### config.mk
export PLATFORM = sky130hd
export DESIGN_NAME = steer_en_fsm
export DESIGN_NICKNAME = d
export VERILOG_FILES = /design/src/rtl/steer_en_fsm.sv
export SDC_FILE = /design/constraint.sdc
export NUM_CORES = 1
export LEC_CHECK = 0
export BUFFER_PORTS_ARGS = -buffer_cell sky130_fd_sc_hd__buf_2
export CORE_MARGIN = 3
export CORE_UTILIZATION = 59
export CTS_CLUSTER_SIZE = 20
export DETAILED_ROUTE_END_ITERATION = 10
export GPL_TIMING_DRIVEN = 0
export PLACE_DENSITY = 0.77
export RECOVER_POWER = 100
export SLEW_MARGIN = 20
export SYNTH_ARGS = -nofsm -noshare
export SYNTH_HDL_FRONTEND = slang
export SYNTH_SLANG_ARGS = --single-unit
### constraint.sdc
create_clock -name clk -period 6.7 [get_ports clk]
set_input_delay 0.335 -clock clk [delete_from_list [all_inputs] [get_ports clk]]
set_output_delay 0.335 -clock clk [all_outputs]
set_load 0.02 [all_outputs]
### src/rtl/steer_en_fsm.sv
// Steering-enable controller: latches load-cell readings, judges rider presence and balance,
// and enables steering once the rider has stayed balanced for a full settle period.
module steer_en_fsm #(
  parameter bit          fast_sim      = 1'b0,
  parameter logic [11:0] MIN_RIDER_WT  = 12'h200,
  parameter logic [11:0] WT_HYSTERESIS = 12'h040
) (
  input  logic        clk,
  input  logic        rst_n,
  input  logic        ld_vld,
  input  logic [11:0] lft_ld,
  input  logic [11:0] rght_ld,
  output logic        en_steer,
  output logic        rider_off
);

  typedef enum logic [1:0] {StIdle, StWait, StSteer} state_e;

  localparam logic [12:0] WtHigh = {1'b0, MIN_RIDER_WT} + {1'b0, WT_HYSTERESIS};
  localparam logic [12:0] WtLow  = {1'b0, MIN_RIDER_WT} - {1'b0, WT_HYSTERESIS};

  state_e      state_q, state_d;
  logic [25:0] tmr_q, tmr_d;
  logic [11:0] lft_q, rght_q;
  logic [12:0] sum;
  logic [11:0] diff;
  logic        sum_gt_min, sum_lt_min, diff_gt_1_4, diff_gt_15_16, tmr_full;

  always_ff @(posedge clk or negedge rst_n) begin
    if (!rst_n) begin
      lft_q  <= '0;
      rght_q <= '0;
    end else if (ld_vld) begin
      lft_q  <= lft_ld;
      rght_q <= rght_ld;
    end
  end

  always_comb begin
    sum           = {1'b0, lft_q} + {1'b0, rght_q};
    diff          = (lft_q >= rght_q) ? (lft_q - rght_q) : (rght_q - lft_q);
    sum_gt_min    = sum > WtHigh;
    sum_lt_min    = sum < WtLow;
    diff_gt_1_4   = {1'b0, diff} > (sum >> 2);
    diff_gt_15_16 = {1'b0, diff} > (sum - (sum >> 4));
    tmr_full      = fast_sim ? (&tmr_q[14:0]) : (&tmr_q);
  end

  always_comb begin
    state_d = state_q;
    tmr_d   = tmr_q;
    unique case (state_q)
      StIdle: begin
        if (sum_gt_min) begin
          state_d = StWait;
          tmr_d   = '0;
        end
      end
      StWait: begin
        if (sum_lt_min) begin
          state_d = StIdle;
        end else if (diff_gt_1_4) begin
          tmr_d = '0;
        end else if (tmr_full) begin
          state_d = StSteer;
        end else begin
          tmr_d = tmr_q + 26'd1;
        end
      end
      StSteer: begin
        if (sum_lt_min) begin
          state_d = StIdle;
        end else if (diff_gt_15_16) begin
          state_d = StWait;
          tmr_d   = '0;
        end
      end
      default: state_d = StIdle;
    endcase
  end

  // Outputs are registered copies of the state decode so they cannot glitch.
  always_ff @(posedge clk or negedge rst_n) begin
    if (!rst_n) begin
      state_q   <= StIdle;
      tmr_q     <= '0;
      en_steer  <= 1'b0;
      rider_off <= 1'b1;
    end else begin
      state_q   <= state_d;
      tmr_q     <= tmr_d;
      en_steer  <= (state_d == StSteer);
      rider_off <= (state_d == StIdle);
    end
  end

endmodule

# Yosys cells after proc, flatten, opt, wreduce, memory -nomap -nowiden
# Cells that the tools add are included.
classes:
  muxes: 15
  eq_ne: 8
  n_lt_le_gt_ge: 5
  addsub: 5
  reduce_logical: 5
ops:
  columns: ["cell", "count"]
  rows:
  - ["26-bit 2-to-1 mux", 6]
  - ["26-bit case mux with 3 select lines", 1]
  - ["26-bit by 1-bit adder with 26-bit output (second input constant)", 1]
  - ["26-bit AND reduction", 1]
  - ["12-bit subtractor", 2]
  - ["12-bit by 12-bit adder with 13-bit output", 1]
  - ["12-bit by 13-bit > comparator with 1-bit output", 1]
  - ["13-bit by 10-bit > comparator with 1-bit output (second input constant)", 1]
  - ["13-bit by 9-bit less-than comparator with 1-bit output (second input constant)", 1]
  - ["13-bit by 9-bit subtractor with 13-bit output", 1]
  - ["12-bit >= comparator", 1]
  - ["12-bit by 11-bit > comparator with 1-bit output", 1]
  - ["12-bit 2-to-1 mux", 1]
  - ["2-bit 2-to-1 mux", 6]
  - ["2-bit != test (second input constant)", 4]
  - ["2-bit case mux with 3 select lines", 1]
  - ["6-bit AND reduction", 1]
  - ["2-bit equality test (second input constant)", 2]
  - ["2-bit logical NOT", 2]
  - ["3-bit != test (second input constant)", 1]
  - ["3-bit nonzero test", 1]
  - ["2-bit by 1-bit equality test with 1-bit output (second input constant)", 1]
word_totals:
  out_inout_bits: 2
  reg_bits: 54
  input_bits: 27
  wordCells: 44

# Longest topological paths before layout
# Gate-level depths: netlist (run 1).
depth:
  ltp_word: 7
  ltp_mapped: 31
  ltp_nobuf: 30

# Worst setup path after synthesis (run 1)
# OpenSTA, ideal clock, no wires.
synth_path:
  path_kind: "reg2reg"
  from: "register lft_q[1]"
  to: "register tmr_q[11]"
  period_less_slack_ns: 5.948
  arrival_ns: 5.829
  setup_ns: 0.119
  setup_slack_ns: 0.752
  stages_incl_launch_ff: 28
  t_required_ns: 6.581
  n_path_buf: 1
  path_cell_list: "dfrtp_1 inv_1 fa_1 nor2_1 o221ai_2 a21o_1 a21oi_1 nor2_1 ha_1 inv_1 o41ai_4 a2bb2o_2 o31ai_4 a21oi_1 xor2_1 ha_1 a21o_1 a21oi_1 nand3_1 o21ai_0 nor2_1 mux2i_1 o41ai_4 o21ai_4 and2_4 buf_4 nor4_2 o21ba_1"
synth_via:
  elab_chain_cells: 6
  elab_cells_between_ends: 19
  cone_classes: "add/sub (4); order compare (5); eq/ne (5); mux (4); reduce/logical (1)"
synth_rtl:
  columns: ["item", "line_no", "rtl"]
  rows:
  - ["start, declared", "24", "logic [11:0] lft_q, rght_q;"]
  - ["start signal, assigned", "34", "lft_q <= lft_ld;"]
  - ["branches (longest 6 deep; another with 12-bit by 12-bit adder with 13-bit output)", null, null]
  - ["end signal, assigned", "91", "tmr_q <= tmr_d;"]
  - ["end, declared", "23", "logic [25:0] tmr_q, tmr_d;"]
# Parallel ways; which one is timed is not known. The select of a mux whose other input is x is not followed.
# A chain may end at the register's enable or synchronous reset.

# Final worst setup path (run 1)
layout_path:
  from: "register rght_q[0]"
  to: "register tmr_q[13]"
layout_via:
  elab_chain_cells: 6
  elab_cells_between_ends: 19
  cone_classes: "add/sub (4); order compare (5); eq/ne (5); mux (4); reduce/logical (1)"
layout_rtl:
  columns: ["item", "line_no", "rtl"]
  rows:
  - ["start, declared", "24", null]
  - ["start signal, assigned", "35", "rght_q <= rght_ld;"]
  - ["branches (longest 6 deep; another with 12-bit by 12-bit adder with 13-bit output)", null, null]
# Parallel ways; which one is timed is not known. The select of a mux whose other input is x is not followed.

==> summary.md, run 1 <==
| Metric | Value |
|---|---|
| Routability-driven placement congestion ratio | `0.9452` |
| Switch share | `0.5038` |
| Post-DR wirelength/cell | `17.32 um` |
| Reg2Reg Depth | `27` |
| Main flop type after synthesis | `dfrtp_1` |
| HPWL after DPL | `11840 um` |
| Crit Path Class | `flip-flop to flip-flop` |
| Async S/R FF share, synth | `1.000` |
| Clock network power share | `0.089` |
| Most frequent CP cell | `a21oi_1` |
| DR iter-0 viols | `351` |
| Syn Inst Count | `694` |
| Fin crit period | `6.366 ns` |
| EDFF count, synth | `0` |
| Worst Clk Skew | `0.01365 ns` |
| Htree depth | `2` |
| First-pass GRT wire length | `24430 um` |
| I/O Buffers | `27` |
| WP depth | `27` |
| Clock buffer depth | `2` |
| Top delay family on crit path | `compound AO/OA/AOI/OAI gates` |
| Cell row count | `35` |
| Worst-path fanout max | `10` |
| Hold crit path type | `input port to flip-flop` |
| Combinational fraction of design power | `0.734` |
| CP max stage cell | `o41ai_4` |
| Largest net degree at the start of global routing | `55` |
| Final Max Slew Viols | `55` |
| Flop2flop setup slack | `0.33 ns` |
| Initial core utilization | `0.6226` |
| Max Cap Viol | `1` |
| Gr ovfl total | `0` |
| Die W | `105.9 um` |
| Min Hold Slack | `0.2161 ns` |
| Die Y | `105.9 um` |
| Warnings from Yosys | `0` |
| Crit end category | `flip-flop` |
| RSZ-0062 raised after global routing | `true` |
| Synthesis-to-finish area growth | `7.308%` |
| Seq/Total Area, Yosys | `0.2297` |
| Cts bufs inserted | `5` |
| Inserted Diodes | `0` |
| Clk sinks | `54` |
| Post-synthesis cell area | `5889 um^2` |
| Post-CTS Hold Fix Bufs | `0` |
| GR Util All Layers | `0.2664` |
| Worst Path Arrival | `6.57 ns` |
| Pwr/cell area | `332.9 nW/um^2` |
| Worst-path clk slew | `0.11 ns` |
| Final hold violation count | `0` |
| Final Power | `2104 uW` |
| Dpl ws | `-0.4597 ns` |
| Critical Path End | `tmr_q[13]` |
| Layout cells sized above 1 | `0.1384` |
| Run status | `finished with violations` |
| P_int | `1044 uW` |
| Slew HR | `-0.9136` |
| Cell variety after synth | `88` |
| CP Data Required Time | `6.90 ns` |
| CTS tree | `yes` |
| Post-Syn Area per Cell | `8.486 um^2` |
| Yosys reg bits | `54` |
| Setup ws final | `0.3338 ns` |
| Drc violations | `0` |
| CP peak stage delay | `0.44 ns` |
| Switching pwr | `1060 uW` |
| Vias per cell | `6.256` |
| Violated checks | `max-capacitance violations, max-slew violations` |
| Root buffer cell | `clkbuf_8` |
| Vias in the first global route | `5043` |
| Leakage | `0.002877 uW` |
| IO Pins | `29` |
| Final antenna-violating net count | `0` |
| Slew @ Worst Pin | `2.870 ns` |
| Share of power burned in registers | `0.177` |
| Max Freq | `157.1 MHz` |
| Nets | `825` |
| Buf/Inv on CP | `3` |
| Setup violators final | `0` |
| Total iterations of the first detailed-routing run | `5` |
| Setup crit start | `rght_q[0]` |
| Die area | `11220 um^2` |
| Crit share post-route | `0.9502` |
| Post-route cell area | `6320 um^2` |
| Worst r2r src | `rght_q[0]` |
| Worst vdd ir | `0.0002261 V` |
| Post-synth net total | `790` |
| Routed WL | `14880 um` |
| Initial antenna violation count | `0` |
| Placed cell area | `6188 um^2` |
| Placeable core region | `9459 um^2` |
| Via Count | `5374` |
| R2R Path End | `tmr_q[13]` |
| Startpoint types | `flip-flop` |
| Clock Latency Late Sink | `0.32 ns` |
[cells by family (layout without fill, tap and decap cells)]
family | after synthesis | in the layout | synth area share
flops | 54 | 54 | 0.2297
buf+inv | 85 | 121 | 0.06246
fa+ha+maj | 69 | 69 | 0.1517
compound gates | 231 | 231 | 0.2938
xor+xnor | 36 | 36 | 0.05587
simple gates | 211 | 211 | 0.1916
mux | 8 | 8 | 0.01487
[cells in the mapped netlist, types with 7 or more instances]
cell / instances / area [um^2]
o21ai_0: 57 / 285.3
nor2_1: 38 / 142.6
o21a_1: 11 / 82.58
nand4_1: 10 / 62.56
a31oi_1: 7 / 43.79
nor2b_1: 14 / 87.58
xnor2_1: 28 / 245.2
a211oi_1: 7 / 52.55
buf_2: 7 / 35.03
o21bai_1: 7 / 52.55
ha_1: 65 / 813.3
xor2_1: 7 / 61.31
nand3_1: 18 / 90.09
and3_1: 9 / 56.30
a21o_1: 24 / 180.2
nor3_1: 15 / 75.07
clkbuf_1: 9 / 33.78
dfrtp_1: 53 / 1326
a21oi_1: 44 / 220.2
or3_1: 8 / 50.05
nand2_1: 45 / 168.9
o31ai_1: 12 / 90.09
and2_1: 7 / 43.79
nand2b_1: 13 / 81.33
inv_1: 59 / 221.5
[registers in the layout, summed over array words and instances, names as in the netlist]
signal / count
en_steer: 1
state_q: 2
tmr_q: 26
rght_q: 12
lft_q: 12
rider_off: 1
[layout make-up]
cell class / count / area (um^2)
multi-input cells: 555 / 4210
fillers: 826 / 3139
flip-flops and latches: 54 / 1353
inverters: 62 / 235.2
well taps: 129 / 161.4
repair buffers: 28 / 138.9
plain buffers: 23 / 135.1
clock buffers: 6 / 72.57
clock inverters: 2 / 13.76
[power groups by stage]
stage	combinational [uW]	sequential, uW	clock, uW
3_5_place_dp	1470	378	0
4_1_cts	1500	372	195
2_1_floorplan	1160	377	0
5_1_grt	1700	376	208
6_report	1540	372	188
3_3_place_gp	1430	376	0
[through the flow]
step,utilization,TNS (ns),instances
after floorplan,-,0,694
after CTS,0.6651,0,858
after global placement,0.6540,-5.149,850
after global routing,0.6681,-0.4239,859
final,0.6681,0,859
after detailed placement,0.6542,-9.426,850
[worst min-delay path, cell delays in order]
cell and delay (ns):
buf_2 0.08, nand2_1 0.04, o21ai_0 0.05
[per-layer routing]
metal,GRT usage,vias to the layer above,part of all wire
met4,0.06660,0,0.014
met3,0.02611,19,0.057
met1,0.4007,2566,0.49
li1,-,2597,-
met2,0.4112,192,0.44
met5,0,-,0
[repair_timing]
| item | 4_1_cts | 5_1_grt |
|---|---|---|
| resized for setup | 4 | 7 |
| buffers inserted | 0 | 1 |
| gates cloned | 0 | 0 |
| setup endpoints to repair | 28 | 28 |
| pin swaps | 0 | 1 |
[cells in the final DEF, fill, tap and decap left out, drive strengths merged, types with 20 or more instances in the layout]
cell type  count
buf           38
a21oi         47
ha            65
nand3         20
a21o          24
xnor2         28
nand2         46
dfrtp         53
o21ai         65
inv           62
nor2          39
[worst min path at each step]
stage | from | endpoint | slack (ns) | cells after the start
3_5_place_dp | rst_n | lft_q[1] | 0.44 | 1
2_1_floorplan | rst_n | en_steer | 0.04 | 0
3_3_place_gp | tmr_q[12] | tmr_q[12] | 0.47 | 1
4_1_cts | rst_n | tmr_q[18] | 0.09 | 1
5_1_grt | rght_ld[4] | rght_q[4] | 0.22 | 3
6_report | lft_ld[8] | lft_q[8] | 0.22 | 3
(Power assumes the default switching activity.)
==> inputs of run 2 (changes only) <==
- CORE_UTILIZATION: 59 -> 48
- PLACE_DENSITY: 0.77 -> not set
==> run 2 against run 1 <==
The flow still finishes with violations (max-capacitance violations, max-slew violations). Die area rose by 22%. Hold slack improved by 0.024 ns. Clock power rose by 59%. Clock skew fell by 0.0047 ns. Routed wire length increased by 4.2%. Sequential cell count is the same. Non-clock buffer count unchanged. Combinational power about the same. Sequential power is essentially flat.
==> summary.md, run 2 (synthesis gave the netlist of run 1 again) <==
| Metric | Value |
|---|---|
| Cts bufs inserted | `5 (unchanged)` |
| Post-DR wirelength/cell | `17.76 um (was 17.32 um)` |
| I/O Buffers | `27 (unchanged)` |
| Hold path depth | `3 (unchanged)` |
| Final Max Slew Viols | `55 (unchanged)` |
| Layer with the highest usage | `met1 (was met2)` |
| Largest Register | `tmr_q (unchanged)` |
| Nets | `825 (unchanged)` |
| Min Hold Slack | `0.2399 ns (was 0.2161 ns)` |
| Met1 Track Usage GR | `0.3614 (was 0.4007)` |
| Vias in the first global route | `5094 (was 5043)` |
| Most frequent CP cell | `ha_1 (was a21oi_1)` |
| Clk sinks | `54 (unchanged)` |
| WP depth | `28 (was 27)` |
| Htree depth | `2 (unchanged)` |
| Leakage | `0.002914 uW (was 0.002877 uW)` |
| Fillers | `1119 (was 826)` |
| Met3 usage | `0.04113 (was 0.02611)` |
| Clock buffer depth | `2 (unchanged)` |
| Initial antenna violation count | `0 (unchanged)` |
| Total iterations of the first detailed-routing run | `5 (unchanged)` |
| Top delay family on crit path | `compound AO/OA/AOI/OAI gates (unchanged)` |
| Max Freq | `158.8 MHz (was 157.1 MHz)` |
| Most common cell after layout, fill and taps aside | `ha_1 (unchanged)` |
| Combinational fraction of design power | `0.699 (was 0.734)` |
| GR Util All Layers | `0.2378 (was 0.2664)` |
| Largest net degree at the start of global routing | `55 (unchanged)` |
| Root buffer cell | `clkbuf_16 (was clkbuf_8)` |
| Cell row count | `39 (was 35)` |
| Setup violators final | `0 (unchanged)` |
| Final antenna-violating net count | `0 (unchanged)` |
| Die W | `116.8 um (was 105.9 um)` |
| Vias per cell | `5.989 (was 6.256)` |
| Crit end category | `flip-flop (unchanged)` |
| Fin crit period | `6.299 ns (was 6.366 ns)` |
| Switch share | `0.4837 (was 0.5038)` |
| Synthesis-to-finish area growth | `9.072% (was 7.308%)` |
| Hold crit path type | `input port to flip-flop (unchanged)` |
| Buf/Inv on CP | `3 (unchanged)` |
| Via Count | `5228 (was 5374)` |
| Reg2Reg Depth | `28 (was 27)` |
| Final hold violation count | `0 (unchanged)` |
| Worst vdd ir | `0.0001685 V (was 0.0002261 V)` |
| Slew HR | `-0.9952 (was -0.9136)` |
| CTS tree | `yes (unchanged)` |
| Placeable core region | `11710 um^2 (was 9459 um^2)` |
| Final cell count without fillers | `873 (was 859)` |
| Gr ovfl total | `0 (unchanged)` |
| Worst Path Arrival | `6.49 ns (was 6.57 ns)` |
| Worst Clk Skew | `0.008915 ns (was 0.01365 ns)` |
| Flop2flop setup slack | `0.40 ns (was 0.33 ns)` |
| First-pass GRT wire length | `25660 um (was 24430 um)` |
| Layout cells sized above 1 | `0.1411 (was 0.1384)` |
| Share of power burned in registers | `0.167 (was 0.177)` |
| Die area | `13640 um^2 (was 11220 um^2)` |
| Routability-driven placement congestion ratio | `0.9980 (was 0.9452)` |
| Startpoint types | `flip-flop (unchanged)` |
| Crit Path Class | `flip-flop to flip-flop (unchanged)` |
| Clock Latency Late Sink | `0.30 ns (was 0.32 ns)` |
| Inserted Diodes | `0 (unchanged)` |
| HPWL after DPL | `12460 um (was 11840 um)` |
| Run status | `finished with violations (unchanged)` |
| CP peak stage delay | `0.42 ns (was 0.44 ns)` |
| Switching pwr | `1078 uW (was 1060 uW)` |
| Drc violations | `0 (unchanged)` |
| DR iter-0 viols | `368 (was 351)` |
| CP Data Required Time | `6.90 ns (about the same)` |
| Cells after DPL | `864 (was 850)` |
| Crit share post-route | `0.9401 (was 0.9502)` |
| Worst-case hold path end point | `lft_q[9] (was lft_q[8])` |
| Max reg flops | `26 (unchanged)` |
| Worst r2r src | `rght_q[0] (unchanged)` |
| Die Y | `116.8 um (was 105.9 um)` |
| R2R Path End | `tmr_q[9] (was tmr_q[13])` |
| Worst-path clk slew | `0.07 ns (was 0.11 ns)` |
| CP max stage cell | `fa_1 (was o41ai_4)` |
| Global-route track usage on met2 | `0.3519 (was 0.4112)` |
| P_int | `1151 uW (was 1044 uW)` |
| Worst Hold Launch | `lft_ld[9] (was lft_ld[8])` |
| Slew @ Worst Pin | `2.993 ns (was 2.870 ns)` |
| IO Pins | `29 (unchanged)` |
| Biggest registers after layout | `tmr_q (26), lft_q (12), rght_q (12) (unchanged)` |
| Initial core utilization | `0.5029 (was 0.6226)` |
| Pwr/cell area | `347.0 nW/um^2 (was 332.9 nW/um^2)` |
| Routed WL | `15510 um (was 14880 um)` |
| Commonest cells after routing, fill and taps aside | `ha_1 (65), inv_1 (59), o21ai_0 (55) (unchanged)` |
| Violated checks | `max-capacitance violations, max-slew violations (unchanged)` |
| Max Cap Viol | `1 (unchanged)` |
| Worst-path fanout max | `10 (unchanged)` |
| Clock network power share | `0.134 (was 0.089)` |
[run 2: power groups by stage]
stage | Clock [uW] | Combinational (uW) | Sequential (uW)
after detailed placement | 0 | 1490 | 378
after CTS | 309 | 1510 | 372
final | 298 | 1560 | 372
after global placement | 0 | 1460 | 377
after floorplan | 0 | 1160 | 377
after global routing | 323 | 1720 | 377
[run 2: per-layer routing]
layer | vias up | share of wire
met5 | - | 0
met4 | 0 | 0.014
met3 | 21 | 0.053
met2 | 154 | 0.42
met1 | 2470 | 0.51
li1 | 2583 | -
[run 2: through the flow]
stage / setup TNS, ns / utilization / power, uW / setup slack (ns) / area (um^2)
3_5_place_dp: -12.22 / 0.5299 / 1870 / -0.5720 / 6206
5_1_grt: -0.02389 / 0.5485 / 2424 / -0.01234 / 6424
4_1_cts: 0 / 0.5459 / 2189 / 0.1081 / 6394
6_report: 0 / 0.5485 / 2229 / 0.4012 / 6424
3_3_place_gp: -10.26 / 0.5297 / 1840 / -0.4980 / 6203
2_1_floorplan: 0 / - / 1532 / 0.7525 / 5889
[run 2: how the worst max path moves through the flow]
stage	from	end	slack, ns
after global placement	lft_q[1]	tmr_q[11]	-0.50
after global routing	rght_q[0]	tmr_q[18]	-0.01
final	rght_q[0]	tmr_q[9]	0.40
after CTS	lft_q[1]	tmr_q[11]	0.11
after floorplan	lft_q[1]	tmr_q[11]	0.75
after detailed placement	lft_q[1]	tmr_q[11]	-0.57
[run 2: area by class of cell]
cell class / instances / area [um^2] / area share
Buffer: 23 / 132.6 / 0.02065
Clock buffer: 6 / 128.9 / 0.02006
Clock inverter: 2 / 38.79 / 0.006038
Inverter: 62 / 235.2 / 0.03662
Multi-Input combinational cell: 555 / 4218 / 0.6566
Sequential cell: 54 / 1353 / 0.2106
Tap cell: 143 / 178.9 / 0.02785
Timing Repair Buffer: 28 / 138.9 / 0.02162
[run 2: tightest hold or removal path, stage by stage]
cell and delay, ns:
buf_2 0.07, nand2_1 0.04, o21ai_0 0.06
[run 2: repair_timing]
item,4_1_cts,5_1_grt
setup endpoints to repair,28,28
pin swaps,1,1
resized for setup,3,10
hold buffers,0,0
buffers inserted,1,0
